===== config.mk =====
export PLATFORM = sky130hd
export DESIGN_NAME = snapshot_dumper
export DESIGN_NICKNAME = d
export VERILOG_FILES = /design/src/rtl/snapshot_dumper.sv
export SDC_FILE = /design/constraint.sdc
export NUM_CORES = 1
export LEC_CHECK = 0
export CORE_MARGIN = 2
export CORE_UTILIZATION = 50
export CTS_CLUSTER_SIZE = 12
export DETAILED_ROUTE_END_ITERATION = 12
export GPL_ROUTABILITY_DRIVEN = 0
export PLACE_DENSITY = 0.81
export SYNTH_ARGS = -nofsm -noshare
export SYNTH_HDL_FRONTEND = slang
export SYNTH_SLANG_ARGS = --single-unit

===== constraint.sdc =====
create_clock -name clk -period 3.44 [get_ports clk]
set_input_delay 0.516 -clock clk [delete_from_list [all_inputs] [get_ports clk]]
set_output_delay 0.516 -clock clk [all_outputs]
set_load 0.01 [all_outputs]

===== src/rtl/snapshot_dumper.sv =====
// Snapshot dumper: on a trigger, streams a cycle-count header, NREG register
// values and NWORD little-endian memory words over a valid/ready port.
module snapshot_dumper #(
  parameter int XLEN     = 32,
  parameter int NREG     = 32,
  parameter int RAW      = 5,
  parameter int NWORD    = 8,
  parameter int MAW      = 10,
  parameter int MEM_BASE = 0,
  parameter int CNT_W    = 32
) (
  input  logic             clk,
  input  logic             rst,
  input  logic             trig,
  input  logic             cont,
  input  logic             clr_ovr,
  output logic [RAW-1:0]   rf_raddr,
  input  logic [XLEN-1:0]  rf_rdata,
  output logic [MAW-1:0]   dm_raddr,
  input  logic [7:0]       dm_rdata,
  output logic             out_valid,
  input  logic             out_ready,
  output logic [XLEN-1:0]  out_data,
  output logic [1:0]       out_tag,
  output logic [15:0]      out_idx,
  output logic             busy,
  output logic             done,
  output logic             overrun,
  output logic [CNT_W-1:0] cycle_cnt
);
  localparam logic [2:0] IDLE   = 3'd0;
  localparam logic [2:0] HDR    = 3'd1;
  localparam logic [2:0] RFETCH = 3'd2;
  localparam logic [2:0] RSEND  = 3'd3;
  localparam logic [2:0] MFETCH = 3'd4;
  localparam logic [2:0] MSEND  = 3'd5;

  localparam logic [15:0]    LAST_REG  = 16'(NREG - 1);
  localparam logic [15:0]    LAST_WORD = 16'(NWORD - 1);
  localparam logic [MAW-1:0] BASE      = MAW'(MEM_BASE);

  logic [2:0]       state_reg;
  logic [15:0]      idx_reg;
  logic [1:0]       byte_reg;
  logic [XLEN-1:0]  data_reg;
  logic [CNT_W-1:0] snap_cnt_reg;
  logic [CNT_W-1:0] cnt_reg;
  logic             done_reg;
  logic             overrun_reg;
  logic [XLEN-1:0]  hdr_word;
  logic             start;

  generate
    if (CNT_W >= XLEN) begin : g_hdr_trunc
      assign hdr_word = snap_cnt_reg[XLEN-1:0];
    end else begin : g_hdr_ext
      assign hdr_word = {{(XLEN-CNT_W){1'b0}}, snap_cnt_reg};
    end
  endgenerate

  // done_reg is high exactly in the cycle the FSM has returned to IDLE, so
  // auto re-arm and a coincident trig both restart without a gap.
  assign start = (state_reg == IDLE) && (trig || (cont && done_reg));

  always_ff @(posedge clk or negedge rst) begin
    if (!rst) begin
      state_reg    <= IDLE;
      idx_reg      <= '0;
      byte_reg     <= '0;
      data_reg     <= '0;
      snap_cnt_reg <= '0;
      cnt_reg      <= '0;
      done_reg     <= 1'b0;
      overrun_reg  <= 1'b0;
    end else begin
      cnt_reg  <= cnt_reg + 1'b1;
      done_reg <= 1'b0;
      if (trig && state_reg != IDLE)
        overrun_reg <= 1'b1;
      else if (clr_ovr)
        overrun_reg <= 1'b0;

      case (state_reg)
        IDLE: begin
          if (start) begin
            snap_cnt_reg <= cnt_reg;
            state_reg    <= HDR;
          end
        end
        HDR: begin
          if (out_ready) begin
            idx_reg   <= '0;
            state_reg <= RFETCH;
          end
        end
        RFETCH: begin
          data_reg  <= rf_rdata;
          state_reg <= RSEND;
        end
        RSEND: begin
          if (out_ready) begin
            if (idx_reg == LAST_REG) begin
              idx_reg   <= '0;
              byte_reg  <= '0;
              state_reg <= MFETCH;
            end else begin
              idx_reg   <= idx_reg + 16'd1;
              state_reg <= RFETCH;
            end
          end
        end
        MFETCH: begin
          // byte_reg wraps 3 -> 0, ready for the next word
          data_reg[{byte_reg, 3'b000} +: 8] <= dm_rdata;
          byte_reg <= byte_reg + 2'd1;
          if (byte_reg == 2'd3)
            state_reg <= MSEND;
        end
        MSEND: begin
          if (out_ready) begin
            if (idx_reg == LAST_WORD) begin
              state_reg <= IDLE;
              done_reg  <= 1'b1;
            end else begin
              idx_reg   <= idx_reg + 16'd1;
              state_reg <= MFETCH;
            end
          end
        end
        default: state_reg <= IDLE;
      endcase
    end
  end

  always_comb begin
    out_valid = 1'b0;
    out_tag   = 2'd0;
    out_idx   = 16'd0;
    out_data  = data_reg;
    rf_raddr  = '0;
    dm_raddr  = '0;
    case (state_reg)
      HDR: begin
        out_valid = 1'b1;
        out_data  = hdr_word;
      end
      RFETCH: rf_raddr = idx_reg[RAW-1:0];
      RSEND: begin
        out_valid = 1'b1;
        out_tag   = 2'd1;
        out_idx   = idx_reg;
      end
      MFETCH: dm_raddr = BASE + MAW'({idx_reg, 2'b00}) + MAW'(byte_reg);
      MSEND: begin
        out_valid = 1'b1;
        out_tag   = 2'd2;
        out_idx   = idx_reg;
      end
      default: ;
    endcase
  end

  assign busy      = (state_reg != IDLE) || done_reg;
  assign done      = done_reg;
  assign overrun   = overrun_reg;
  assign cycle_cnt = cnt_reg;

endmodule

==> summary.md, run 1 <==
| Metric | Value |
|---|---|
| Result of the run | complete, no violations |
| Relative slew slack | 31.11% |
| Wire length of the first global-routing pass | approximately 29 mm |
| Setup repair after global routing missed its margin | false |
| Row count | 40 |
| DRC Markers | 0 |
| P_leak | 3.499 nW |
| Worst reg2reg path depth | 5 |
| Cell with the largest stage delay on the worst path | sky130_fd_sc_hd__dfrtp_1 |
| Number of fill cells | 886 |
| Via total after detailed routing | around 5.4k |
| Number of nets in the layout | around 780 |
| CTS tree | yes |
| Detailed-router iteration count before antenna repair | 5 |
| Post_cts resized | 0 |
| Reg-to-Reg Start | state_reg[2] |
| Worst-path cell chain | xnor2_1, nor2_1, and2_1, clkdlybuf4s50_1 |
| Ranking of synthesized cells by instance count | 119 x sky130_fd_sc_hd__dfrtp_1, 62 x sky130_fd_sc_hd__mux2_2, 57 x sky130_fd_sc_hd__nor2_1 |
| Worst reg2reg setup slack | around 0.83 ns |
| Synthesis-stage register bit count | about 120 |
| Fraction of registers with async set/reset | 100.0% |
| Worst setup skew after layout | slightly above 0.007 ns |
| Required time of the critical path | about 2.9 ns |
| Hold Path Class | primary input to async pin |
| Number of flops mapped to enable cells by yosys | 0 |
| Leading cell type by number of instances after synthesis | sky130_fd_sc_hd__dfrtp_1 |
| Setup TNS after final layout | 0 ns |
| Detail-routed net length per standard cell | around 20 microns |
| Share of Yosys cell area claimed by the top area cell type | between 40 and 50% |
| Number of antenna violations at the first check in global routing | 0 |
| Proportion of layout cells with a drive suffix above 1 | between 10% and 20% |
| Critical Path Fanout Max | 19 |
| Effective utilization at floorplan | between 50 and 60% |
| Worst reg2reg path endpoint | data_reg[1] |
| Vertical die dimension | 115.2 microns |
| Cell Count, Final, Fillers Out | 906 |
| Yosys warning count | 0 |
| Period minus WS final | about 3.2 ns |
| Endpoints failing hold | 0 |
| Arrival time at the worst endpoint | roughly 2.7 ns |
| Number of antenna-violating nets in the routed design | 0 |
| Cts bufs inserted | 17 |
| Total global routing overflow | 0 |
| Category of the worst setup path launch point | register |
| Pin count of the biggest net entering global routing | between 100 and 150 |
| Number of design-rule violations left by the first detailed-router iteration | a little under 500 |
| Fraction of the cycle the final worst path needs | approximately nine tenths |
| Dpl hpwl | roughly 12 mm |
| Max Cap Violations | 0 |
| Clock transition at the registers of the reported paths | around 0.060 ns |
| Final Routed Wirelength | 18.19 mm |
| Post-Route Utilization | ~70% |
| Via count of the first global-routing pass | between 5k and 6k |
| Cell type contributing the most total cell area after synthesis | sky130_fd_sc_hd__dfrtp_1 |
| Syn Inst Count | just under 600 |
| Top post-synthesis cells by area | sky130_fd_sc_hd__dfrtp_1 48%, sky130_fd_sc_hd__mux2_2 11%, sky130_fd_sc_hd__a22oi_1 4.0%, sky130_fd_sc_hd__xnor2_1 3.8%, sky130_fd_sc_hd__nor2_1 3.5% |
| Setup CP Type | register to output port |
| Longest Clk Path Bufs | 2 |
| Maximum single-stage delay on the critical path | between 0.7 and 0.8 ns |
| Number of library cell types mapped by synthesis | 56 |
| Hold slack | between 0.15 and 0.2 ns |
| Mean post-synth cell area | between 10 and 15 sq um |
| Endpoint type of the worst setup path | output port |
| Setup violation total in the final timing report | 0 |
| Overall fraction of global-route tracks in use | 28.40% |
| ANT cells | 0 |
| Clock insertion delay at the later pin of the skew report | approximately 0.41 ns |
| Synthesized netlist net count | roughly 640 |
| Area growth from synthesis to final layout | 36.42% |
| Clock tree root driver cell | sky130_fd_sc_hd__clkbuf_16 |
| Number of I/O port buffers | around 150 |
| Post-Syn Area | 0.006187 sq mm |
| Max Clk Rate | around 0.32 GHz |
| Die width | approximately 120 microns |
| Sinks on Clock Net | 119 |
| Sequential fraction of the synthesis area | roughly 48% |
| Worst-margin pin slew | approximately 1 ns |
| Placeable Area | approximately 0.012 sq mm |
| Max H-tree Level | 4 |
| Worst IR drop on VDD | 0.0003504 V |
| Cell Count Post-Placement | 874 |
| Most used flip-flop cell after synthesis | sky130_fd_sc_hd__dfrtp_1 |
| Die footprint | between 0.01 and 0.015 sq mm |
| Hold buffer count at CTS | 0 |
| Origin of the worst setup path | state_reg[1] |
| Max-slew violation count | 0 |
| Detailed-route vias per instance | 5.961 |
| Areal power density over the cells | roughly 500 mW/mm^2 |
| Number of I/O pins | between 100 and 150 |
| Count of buffers added by post-CTS timing repair for setup | 0 |
report_power, final:
part,switching (mW),internal (mW)
Clock,0.637,1.26
Combinational,0.331,0.352
Sequential,0.112,1.50
worst max-delay path by stage:
| stage | endpoint | slack (ns) | cells past startpoint |
|---|---|---|---|
| global route | out_idx[12] | 0.09 | 4 |
| floorplan | out_data[6] | 1.34 | 5 |
| detailed placement | out_idx[12] | 0.73 | 4 |
| finish | out_idx[12] | 0.28 | 4 |
| CTS | out_idx[12] | 0.27 | 4 |
| global placement | out_idx[12] | 0.82 | 4 |
cell families after synthesis:
kind of cell / share of synthesized area, %
AND/OR/NAND/NOR: 18.87
multiplexers: 12.13
flip-flops: 48.13
buffers and inverters: 3.296
XOR/XNOR: 4.388
adder cells (fa/ha/maj): 1.416
AO/OA/AOI/OAI: 11.77
metal layers:
layer,track usage (%),vias up,wire length (microns)
li1,-,2431,-
met1,37.20,2645,7332
met2,46.39,286,8786
met3,7.116,39,1642
met4,9.639,0,428
met5,0,-,0
critical path: cells and delay by family, from the launching register on:
family	cells	cell delay (ns)
flops	1	0.75
buf+inv	1	0.54
simple gates	2	0.67
xor+xnor	1	0.27
stage by stage:
stage / total power, mW / worst slack [ns] / cell area (sq um)
after floorplan: 1.919 / 1.335 / 6187
after detailed placement: 2.296 / 0.7313 / 7800
final: 4.194 / 0.2756 / 8441
after CTS: 4.208 / 0.2725 / 8441
after global placement: 2.272 / 0.8202 / 7800
after global routing: 4.355 / 0.09305 / 8441
layout make-up:
type,instances,area [sq um],area share [%]
inverters,14,52.55,0.6226
flip-flops and latches,119,2978,35.28
repair buffers,155,1539,18.23
clock inverters,12,173.9,2.060
well taps,168,210.2,2.490
clock buffers,20,466.7,5.529
multi-input cells,418,3020,35.78
placed cells by master, fill, tap and decap left out, types with 3 or more instances in the layout:
master,netlist,final
sky130_fd_sc_hd__a21o_1,3,3
sky130_fd_sc_hd__a21oi_1,37,37
sky130_fd_sc_hd__a21oi_2,3,3
sky130_fd_sc_hd__a22oi_1,33,33
sky130_fd_sc_hd__and2_1,17,17
sky130_fd_sc_hd__and3_1,10,10
sky130_fd_sc_hd__and4_1,9,9
sky130_fd_sc_hd__buf_4,1,9
sky130_fd_sc_hd__bufinv_16,0,4
sky130_fd_sc_hd__clkbuf_16,0,17
sky130_fd_sc_hd__clkbuf_8,0,3
sky130_fd_sc_hd__clkdlybuf4s50_1,0,145
sky130_fd_sc_hd__clkinv_2,0,3
sky130_fd_sc_hd__clkinvlp_4,0,4
sky130_fd_sc_hd__dfrtp_1,119,119
sky130_fd_sc_hd__ha_1,7,7
sky130_fd_sc_hd__inv_1,14,14
sky130_fd_sc_hd__mux2_2,62,62
sky130_fd_sc_hd__mux2i_1,3,3
sky130_fd_sc_hd__nand2_1,20,20
sky130_fd_sc_hd__nand3_1,22,22
sky130_fd_sc_hd__nand3b_1,7,7
sky130_fd_sc_hd__nand4_1,17,17
sky130_fd_sc_hd__nor2_1,57,57
sky130_fd_sc_hd__nor3_1,12,12
sky130_fd_sc_hd__nor3_4,2,3
sky130_fd_sc_hd__nor4_1,9,9
sky130_fd_sc_hd__o2111ai_1,5,5
sky130_fd_sc_hd__o211ai_1,7,7
sky130_fd_sc_hd__o31ai_1,4,4
sky130_fd_sc_hd__or4_1,5,5
sky130_fd_sc_hd__xnor2_1,27,27
sky130_fd_sc_hd__xor2_1,4,4
(Power assumes the default switching activity.)
==> run 2: changes to the inputs <==
Settings changed: ABC_CLOCK_PERIOD_IN_PS from default to 3440, SETUP_SLACK_MARGIN from default to 0.1.
==> run 2 against run 1 <==
  * Sequential share of layout area about the same
  * Register-to-register slack about the same
  * Core utilization barely moved
  * Clock-buffer cell count unchanged
  * Hold slack got worse by 0.017 ns
  * Maximum frequency increased by 0.63%
  * Sequential cell count unchanged
  * Design area hardly changed
  * Sequential power about the same
  * Clock skew about the same
  * Highest routed layer unchanged
==> summary.md, run 2 (synthesis results as in run 1) <==
| Metric | Value |
|---|---|
| Critical Path Fanout Max | 19 |
| Sinks on Clock Net | between 100 and 150 |
| Number of antenna violations at the first check in global routing | 0 |
| Number of I/O pins | ~150 |
| Die footprint | about 0.013 sq mm |
| Effective utilization at floorplan | approximately half |
| Worst reg2reg path depth | 5 |
| Met3 capacity usage during global routing | slightly above 7% |
| Dpl hpwl | between 10 and 15 mm |
| Row count | 40 |
| Worst reg2reg path endpoint | data_reg[1] |
| Proportion of layout cells with a drive suffix above 1 | about 16% |
| Total power | ~4.2 mW |
| Number of antenna-violating nets in the routed design | 0 |
| Maximum single-stage delay on the critical path | around 0.74 ns |
| Die width | around 120 microns |
| Worst-path cell chain | xnor2_1, nor2_1, and2_1, clkdlybuf4s50_1 |
| FF+latch area | 0.002979 sq mm |
| Met1 routing resource usage after global routing | 37.20% |
| Areal power density over the cells | between 400 and 500 mW/mm^2 |
| Longest Clk Path Bufs | 2 |
| Fraction of the cycle the final worst path needs | 91.42% |
| Detailed-router iteration count before antenna repair | 7 |
| ANT cells | 0 |
| Required time of the critical path | around 2.9 ns |
| Category of the worst setup path launch point | register |
| Wire length of the first global-routing pass | between 20 and 30 mm |
| Via count of the first global-routing pass | ~5.4k |
| Hold buffer count at CTS | 0 |
| Setup repair after global routing missed its margin | false |
| Commonest cells after routing, fill and taps aside | 145 x sky130_fd_sc_hd__clkdlybuf4s50_1, 118 x sky130_fd_sc_hd__dfrtp_1, 62 x sky130_fd_sc_hd__mux2_2 |
| Worst reg2reg setup slack | 0.82 ns |
| Clock tree root driver cell | sky130_fd_sc_hd__clkbuf_16 |
| Endpoint type of the worst setup path | output port |
| Clock transition at the registers of the reported paths | 0.05 ns |
| Relative slew slack | 31.10% |
| Number of fill cells | 885 |
| Most utilized layer in the global route result | met2 |
| Max H-tree Level | 4 |
| Total global routing overflow | 0 |
| Reg-to-Reg Start | state_reg[2] |
| Most common cell after layout, fill and taps aside | sky130_fd_sc_hd__clkdlybuf4s50_1 |
| Pin count of the biggest net entering global routing | 120 |
| Overall fraction of global-route tracks in use | between 20 and 30% |
| Area growth from synthesis to final layout | 36.44% |
| Max-slew violation count | 0 |
| Total area of multi-input combinational cells | just over 0.003 sq mm |
| Max Clk Rate | approximately 0.32 GHz |
| Placeable Area | about 0.012 sq mm |
| Setup CP Type | register to output port |
| Vertical die dimension | 115.2 microns |
| Clock insertion delay at the later pin of the skew report | roughly 0.42 ns |
| Period minus WS final | roughly 3.1 ns |
| Detailed-route vias per instance | around 6.0 |
| Endpoints failing hold | 0 |
| Max Cap Violations | 0 |
| Final Routed Wirelength | about 18 mm |
| Cell with the largest stage delay on the worst path | sky130_fd_sc_hd__dfrtp_1 |
| Detail-routed net length per standard cell | 20.11 microns |
| Post-Route Utilization | 69.99% |
| Arrival time at the worst endpoint | 2.63 ns |
| Setup TNS after final layout | 0 ns |
| Hold Path Class | primary input to async pin |
| P_leak | 3.498 nW |
| CTS tree | yes |
| Result of the run | complete, no violations |
| Global routing usage on met2 | between 40% and 50% |
| Worst-margin pin slew | just over 1 ns |
| DRC Markers | 0 |
| Worst setup skew after layout | 0.007533 ns |
| Setup violation total in the final timing report | 0 |
| Number of I/O port buffers | 146 |
| Via total after detailed routing | 5399 |
| Cts bufs inserted | 17 |
| Number of nets in the layout | 778 |
| Number of design-rule violations left by the first detailed-router iteration | between 400 and 500 |
| Worst IR drop on VDD | approximately 0.00035 V |
[run 2: cell counts in the layout (fill, tap and decap cells not counted)]
Identical to the previous run, type by type.
[run 2: power breakdown]
part / switching, mW / internal (mW)
registers: 0.113 / 1.50
clock network: 0.642 / 1.26
logic: 0.332 / 0.352
[run 2: critical path, delay by kind of cell, from the launching register on]
| family | cells | cell delay [ns] |
|---|---|---|
| xor+xnor | 1 | 0.25 |
| buf+inv | 1 | 0.54 |
| simple gates | 2 | 0.67 |
| flops | 1 | 0.74 |
[run 2: worst max-delay path by stage]
stage                 start          end  slack, ns  depth (start not counted)
2_1_floorplan  state_reg[0]  out_data[6]       1.34                          5
3_3_place_gp   state_reg[1]  out_idx[12]       0.82                          4
3_5_place_dp   state_reg[1]  out_idx[12]       0.73                          4
4_1_cts        state_reg[1]  out_idx[12]       0.27                          4
5_1_grt        state_reg[2]  out_idx[12]       0.13                          4
6_report       state_reg[2]  out_idx[12]       0.30                          4
[run 2: repair_timing]
action | CTS | global route
endpoints found under the hold margin | 0 | 0
endpoints found under the setup margin | 0 | 2
buffers inserted | 0 | 0
resized for setup | 0 | 1
[run 2: area by class of cell]
class / instances / share of cell area [%]
tap: 168 / 2.490
sequential: 119 / 35.29
clock buffer: 20 / 5.528
clock inverter: 12 / 2.060
inverter: 14 / 0.6225
multi-input combinational: 418 / 35.78
timing repair buffer: 155 / 18.23
[run 2: routing by layer]
metal  routed length [microns]  share of wire (%)
met5                         0                  0
met4                       418                2.3
met3                      1640                9.0
met2                      8795                 48
met1                      7361                 40
[run 2: stage by stage]
| stage | hold slack [ns] | instances | worst slack, ns | instance area [sq um] |
|---|---|---|---|---|
| after floorplan | 0.2204 | 585 | 1.335 | 6187 |
| after global placement | 0.4700 | 874 | 0.8202 | 7800 |
| after detailed placement | 0.4692 | 874 | 0.7313 | 7800 |
| after CTS | 0.2222 | 906 | 0.2725 | 8441 |
| after global routing | 0.2370 | 906 | 0.1345 | 8442 |
| final | 0.1360 | 906 | 0.2952 | 8442 |
